[config.mk]
export PLATFORM = sky130hd
export DESIGN_NAME = tim_pwm_capture
export DESIGN_NICKNAME = d
export VERILOG_FILES = /design/src/rtl/tim_ic_pkg.sv /design/src/rtl/tim_ic_edge_in.sv /design/src/rtl/tim_pwm_capture.sv
export SDC_FILE = /design/constraint.sdc
export NUM_CORES = 1
export LEC_CHECK = 0
export CAP_MARGIN = 20
export CELL_PAD_IN_SITES_DETAIL_PLACEMENT = 0
export CELL_PAD_IN_SITES_GLOBAL_PLACEMENT = 1
export CORE_MARGIN = 8
export CORE_UTILIZATION = 47
export CTS_CLUSTER_DIAMETER = 100
export DETAILED_ROUTE_END_ITERATION = 10
export PLACE_DENSITY = 0.83
export SLEW_MARGIN = 20
export SYNTH_ARGS = -nofsm -noshare
export SYNTH_HDL_FRONTEND = slang
export SYNTH_SLANG_ARGS = --single-unit
[constraint.sdc]
create_clock -name clk -period 10.65 [get_ports clk]
set_input_delay 1.065 -clock clk [delete_from_list [all_inputs] [get_ports clk]]
set_output_delay 1.065 -clock clk [all_outputs]
set_load 0.005 [all_outputs]
[src/rtl/tim_ic_pkg.sv]
// Shared constants for the input-capture timer channel: register selects,
// CR bit positions and the measurement FSM states.
package tim_ic_pkg;

    localparam logic [3:0] IC_CR   = 4'd0;
    localparam logic [3:0] IC_PSC  = 4'd1;
    localparam logic [3:0] IC_SR   = 4'd2;
    localparam logic [3:0] IC_NONE = 4'd15;

    localparam int CR_CEN  = 0;
    localparam int CR_POL  = 1;
    localparam int CR_CCIE = 2;
    localparam int CR_OVIE = 3;

    typedef enum logic [1:0] {
        IDLE = 2'd0,
        HIGH = 2'd1,
        LOW  = 2'd2
    } ic_state_e;

endpackage

[src/rtl/tim_ic_edge_in.sv]
// Input conditioning for the capture pin: synchronizer, optional glitch
// filter (IC_FILTER_EN), polarity correction and active/inactive edge pulses.
module tim_ic_edge_in #(
    parameter int FILT_LEN = 4
) (
    input  logic clk,
    input  logic rst,
    input  logic pin,
    input  logic pol,
    output logic act_edge,
    output logic inact_edge
);

    if (FILT_LEN < 2 || FILT_LEN > 15) begin : g_bad_filt_len
        $error("tim_ic_edge_in: FILT_LEN must be in 2..15");
    end

    logic sync1;
    logic sync2;
    logic level;
    logic corr;
    logic prev;

    always_ff @(posedge clk or posedge rst) begin
        if (rst) begin
            sync1 <= 1'b0;
            sync2 <= 1'b0;
        end else begin
            sync1 <= pin;
            sync2 <= sync1;
        end
    end

`ifdef IC_FILTER_EN
    logic [3:0] filt_cnt;
    logic       filt_lvl;

    // The level flips only once FILT_LEN samples in a row disagree with it,
    // so rising and falling edges are delayed by the same amount.
    always_ff @(posedge clk or posedge rst) begin
        if (rst) begin
            filt_cnt <= 4'd0;
            filt_lvl <= 1'b0;
        end else if (sync2 == filt_lvl) begin
            filt_cnt <= 4'd0;
        end else if (filt_cnt == 4'(FILT_LEN - 1)) begin
            filt_lvl <= sync2;
            filt_cnt <= 4'd0;
        end else begin
            filt_cnt <= filt_cnt + 4'd1;
        end
    end

    assign level = filt_lvl;
`else
    assign level = sync2;
`endif

    assign corr = level ^ pol;

    always_ff @(posedge clk or posedge rst) begin
        if (rst) begin
            prev <= 1'b0;
        end else begin
            prev <= corr;
        end
    end

    assign act_edge   = corr & ~prev;
    assign inact_edge = ~corr & prev;

endmodule

[src/rtl/tim_pwm_capture.sv]
// Input-capture timer channel: measures period and active time of ic_pin in
// prescaled ticks. Optional input glitch filter enabled by IC_FILTER_EN.
module tim_pwm_capture
    import tim_ic_pkg::*;
#(
    parameter int FILT_LEN = 4,
    parameter int CNT_W    = 16
) (
    input  logic             clk,
    input  logic             rst,
    input  logic [3:0]       ld_ic_reg,
    input  logic [31:0]      data_reg,
    input  logic             ccif_rst,
    input  logic             ovf_rst,
    input  logic             ic_pin,
    output logic [CNT_W-1:0] ic_period,
    output logic [CNT_W-1:0] ic_high,
    output logic             ic_ccif,
    output logic             ic_ocf,
    output logic             ic_ovf,
    output logic             ic_irq,
    output logic             ic_busy
);

    logic             cen;
    logic             pol;
    logic             ccie;
    logic             ovie;
    logic [CNT_W-1:0] psc_reg;
    logic [CNT_W-1:0] psc_act;
    logic [CNT_W-1:0] psc_cnt;
    logic [CNT_W-1:0] cnt;
    logic [CNT_W-1:0] hold_high;
    ic_state_e        state;

    logic act_edge;
    logic inact_edge;
    logic cr_wr;
    logic psc_wr;
    logic sr_wr;
    logic tick;
    logic ovf_evt;
    logic start;
    logic capture;
    logic sat;
    logic to_low;
    logic ccif_clr;
    logic ovf_clr;
    logic unused_data;

    tim_ic_edge_in #(
        .FILT_LEN (FILT_LEN)
    ) u_edge_in (
        .clk        (clk),
        .rst        (rst),
        .pin        (ic_pin),
        .pol        (pol),
        .act_edge   (act_edge),
        .inact_edge (inact_edge)
    );

    assign cr_wr    = (ld_ic_reg == IC_CR);
    assign psc_wr   = (ld_ic_reg == IC_PSC);
    assign sr_wr    = (ld_ic_reg == IC_SR);
    assign ccif_clr = ccif_rst | (sr_wr & data_reg[0]);
    assign ovf_clr  = ovf_rst | (sr_wr & data_reg[1]);
    assign tick     = (psc_cnt == psc_act);
    assign ovf_evt  = tick & (&cnt);
    assign unused_data = ^data_reg;

    // A CR write in the same cycle as an edge wins: the edge is dropped.
    always_comb begin
        start   = 1'b0;
        capture = 1'b0;
        sat     = 1'b0;
        to_low  = 1'b0;
        if (!cr_wr && cen) begin
            case (state)
                IDLE: start = act_edge;
                HIGH: begin
                    if (ovf_evt)         sat    = 1'b1;
                    else if (inact_edge) to_low = 1'b1;
                end
                LOW: begin
                    if (act_edge)     capture = 1'b1;
                    else if (ovf_evt) sat     = 1'b1;
                end
                default: ;
            endcase
        end
    end

    always_ff @(posedge clk or posedge rst) begin
        if (rst) begin
            cen     <= 1'b0;
            pol     <= 1'b0;
            ccie    <= 1'b0;
            ovie    <= 1'b0;
            psc_reg <= '0;
        end else begin
            if (cr_wr) begin
                cen  <= data_reg[CR_CEN];
                pol  <= data_reg[CR_POL];
                ccie <= data_reg[CR_CCIE];
                ovie <= data_reg[CR_OVIE];
            end
            if (psc_wr) begin
                psc_reg <= data_reg[CNT_W-1:0];
            end
        end
    end

    // Every active edge restarts the count so that a capture equals
    // floor(elapsed clocks / (PSC+1)); a new PSC is picked up only here.
    always_ff @(posedge clk or posedge rst) begin
        if (rst) begin
            state     <= IDLE;
            cnt       <= '0;
            psc_cnt   <= '0;
            psc_act   <= '0;
            hold_high <= '0;
            ic_period <= '0;
            ic_high   <= '0;
        end else if (cr_wr) begin
            state   <= IDLE;
            cnt     <= '0;
            psc_cnt <= '0;
        end else if (!cen) begin
            state <= IDLE;
        end else if (start || capture) begin
            state   <= HIGH;
            psc_act <= psc_reg;
            if (psc_reg == '0) begin
                cnt     <= CNT_W'(1);
                psc_cnt <= '0;
            end else begin
                cnt     <= '0;
                psc_cnt <= CNT_W'(1);
            end
            if (capture) begin
                ic_period <= cnt;
                ic_high   <= hold_high;
            end
        end else if (sat) begin
            state <= IDLE;
        end else if (state != IDLE) begin
            if (tick) begin
                psc_cnt <= '0;
                cnt     <= cnt + CNT_W'(1);
            end else begin
                psc_cnt <= psc_cnt + CNT_W'(1);
            end
            if (to_low) begin
                state     <= LOW;
                hold_high <= cnt;
            end
        end
    end

    // Setting a flag always beats clearing it in the same cycle.
    always_ff @(posedge clk or posedge rst) begin
        if (rst) begin
            ic_ccif <= 1'b0;
            ic_ocf  <= 1'b0;
            ic_ovf  <= 1'b0;
        end else begin
            if (capture)       ic_ccif <= 1'b1;
            else if (ccif_clr) ic_ccif <= 1'b0;

            if (capture && ic_ccif) ic_ocf <= 1'b1;
            else if (ccif_clr)      ic_ocf <= 1'b0;

            if (sat)          ic_ovf <= 1'b1;
            else if (ovf_clr) ic_ovf <= 1'b0;
        end
    end

    assign ic_busy = (state != IDLE);
    assign ic_irq  = (ccie & ic_ccif) | (ovie & ic_ovf);

endmodule
==> flow_summary.ini <==
[place]
place_worst_setup_slack_ns = 6.48
place.gp.congestion = 0.778
hpwl_um = 7800
portBuffers = 61

[timing]
period_needed_ns = 3.75
rsz0062_at_grt = false
hold_violations = 0
skew_ns = 0.0142
worst_pin_slew_ns = 0.980
fin_worst_hold_slack_ns = 0.346
slew_headroom = 0.345
setup_tns_ns = 0
fin_crit_sh = 0.352
setup_viol = 0
drv_slew = 0
max_freq_mhz = 266
worst_slack_ns = 6.90

[setup_path]
start_kind = input port
worst_ep_required_time_ns = 10.92
arrival_ns = 4.02
cp-end-kind = flip-flop
crit_type = in2reg
reg2reg_from = pol
worst-path-max-fanout = 24
startpoint = ld_ic_reg[1]

[clocking]
cts_max_level = 4
cts_resized = 0
clockRootBuffer = clkbuf_16
clkSinkCount = 124
insertion_delay_ns = 0.42
postCtsSetupBuffers = 0
numCtsBuffers = 17
cts_hold_buf = 0
clk_pin_slew_ns = 0.06
cts_tree = built
clockBufferDepth = 2

[floorplanning]
design.die.area_um2 = 15700
core_um2 = 11900
rows = 40
die_w_um = 125
initial_core_util = 0.474
io_pins = 78
fp.dieH_um = 125

[global_route]
antenna_found_initial = 0
overflow = 0
grt_max_degree = 89
grt_first_pass_wirelength_um = 20600
grt_pass1_vias = 3977
grtUsageTotal = 0.162

[detailed_routing]
drt-vias-per-instance = 5.66
initialDrtViolationCount = 214
route.antenna.remaining_nets = 0
drc = 0
drt-total-wl_um = 12000
wire_per_inst_um = 17.5
vias = 3869
first_pass_iters = 4

[logic_synthesis]
synth_cell_types = 46
synth-main-ff-cell = dfrtp_1
ys_ff_latch = 124
synth_cells = 461
async_flop_share = 1.00
synth_edf_count = 0
syn_nets = 507
yosysSeqAreaShare = 0.552
synth_area_um2 = 5620
avgSynthCellArea_um2 = 12.2
synth_warnings = 0

[power]
vdd_drop_max_mv = 0.131
p_leak_nw = 3.08
p_total_mw = 1.47
power_per_cell_area_nw_per_um2 = 208

[job]
maxCapViolations = 0

[layout]
multiInputGateArea_um2 = 2400
n_antenna_cell = 0
regArea_um2 = 3100
finish.net_count = 569
drive_gt1_frac = 0.244
syn_to_final_growth_pct = 25.6
fin_util = 0.595
nFillCells = 968

[worst_hold_path]
hold_start = u_edge_in.sync1
worstHoldPathType = reg2reg

[status]
status = finished, final reports clean
-- cells in the final DEF, fill, tap and decap left out, types with 3 or more instances in the layout --
master | Yosys | routed
dfrtp_1 | 124 | 124
mux2_2 | 83 | 83
clkdlybuf4s50_1 | 0 | 61
o21ai_0 | 36 | 36
nand2_1 | 19 | 19
xnor2_1 | 17 | 17
clkbuf_16 | 0 | 17
nand4_1 | 15 | 15
a21oi_1 | 13 | 13
nand3_1 | 12 | 12
nor2_1 | 12 | 11
nor3_1 | 11 | 11
inv_1 | 10 | 9
and3_1 | 7 | 7
a31oi_1 | 7 | 7
o31ai_1 | 7 | 7
bufinv_16 | 0 | 7
and2_1 | 6 | 6
a22o_1 | 6 | 6
a21o_1 | 6 | 6
nor4_1 | 6 | 6
a41oi_1 | 6 | 6
ha_1 | 5 | 5
clkinv_4 | 0 | 4
nand3b_1 | 3 | 3
a31o_2 | 3 | 3
buf_4 | 2 | 3
-- metal layers --
layer | vias to the layer above | share of wire | global-route usage
li1 | 1829 | - | -
met3 | 8 | 0.043 | 0.0540
met5 | - | 0 | 0
met1 | 1947 | 0.44 | 0.196
met4 | 0 | 0.0083 | 0.0559
met2 | 85 | 0.51 | 0.266
-- synthesized netlist by cell type (2+ instances only) --
| cell type | instances | share of area |
|---|---|---|
| a31oi_1 | 7 | 0.0078 |
| ha_1 | 5 | 0.011 |
| nand2_1 | 19 | 0.013 |
| or4_1 | 2 | 0.0027 |
| clkbuf_2 | 2 | 0.0018 |
| a31o_2 | 3 | 0.0047 |
| nand4_1 | 15 | 0.017 |
| o21bai_1 | 2 | 0.0027 |
| nor4_2 | 3 | 0.0067 |
| o31ai_1 | 7 | 0.0093 |
| o21ai_0 | 36 | 0.032 |
| clkbuf_1 | 14 | 0.0093 |
| dfrtp_1 | 124 | 0.55 |
| mux2_2 | 83 | 0.17 |
| inv_1 | 10 | 0.0067 |
| and2_1 | 6 | 0.0067 |
| nor2_1 | 12 | 0.0080 |
| buf_4 | 2 | 0.0027 |
| a21o_1 | 6 | 0.0080 |
| nand3b_1 | 3 | 0.0040 |
| nand3_1 | 12 | 0.011 |
| nor3_1 | 11 | 0.0098 |
| a21oi_1 | 13 | 0.012 |
| nor4_1 | 6 | 0.0067 |
| a41oi_1 | 6 | 0.0093 |
| and3_1 | 7 | 0.0078 |
| and4_1 | 2 | 0.0031 |
| o2bb2ai_1 | 2 | 0.0031 |
| xnor2_1 | 17 | 0.026 |
| a22o_1 | 6 | 0.0093 |
| buf_2 | 3 | 0.0027 |
-- path summary, 6_finish.rpt --
kind                                        end  slack (ns)  depth (start not counted)
worst max-delay path                     cnt[9]        6.90                          6
worst min-delay path            u_edge_in.level        0.35                          0
worst max register to register           cnt[4]        7.83                          7
worst min register to register  u_edge_in.level        0.35                          0
max in group asynchronous                cnt[2]        8.50                          3
min in group asynchronous           ic_high[15]        1.02                          2
-- power breakdown --
group | internal (mW) | leakage (nW) | switching, mW
sequential | 0.536 | 1.64 | 0.0628
combinational | 0.105 | 1.10 | 0.0950
clock | 0.464 | 0.335 | 0.209
total | 1.10 | 3.08 | 0.367
-- metrics by stage --
stage / area [um2] / instances
finish: 7060 / 683
global route: 7060 / 683
CTS: 7060 / 683
detailed placement: 6360 / 651
global placement: 6360 / 651
floorplan: 5620 / 461
-- logic make-up (layout without fill, tap and decap cells) --
family / count (synthesis) / count (layout) / synth area share
DFF: 124 / 124 / 0.552
and+or+nand+nor: 105 / 105 / 0.107
AOI/OAI and AO/OA: 94 / 94 / 0.111
muxes: 84 / 84 / 0.168
buffers and inverters: 32 / 107 / 0.0251
xor gates and xnor gates: 17 / 17 / 0.0265
adders and majority gates: 5 / 5 / 0.0111
-- worst max-delay path, stage by stage --
cell,delay [ns]
clkdlybuf4s50_1,0.53
nor4_2,0.83
a21o_1,0.70
nor2_1,0.40
o31ai_1,0.36
o41ai_2,0.12
-- area by class of cell --
type / count / share of cell area
inverter: 10 / 0.00567
tap: 147 / 0.0260
clock buffer: 18 / 0.0608
multi-input combinational: 305 / 0.339
sequential: 124 / 0.439
clock inverter: 14 / 0.0377
timing repair buffer: 65 / 0.0912
No activity file was read; power rests on OpenSTA's default activity.
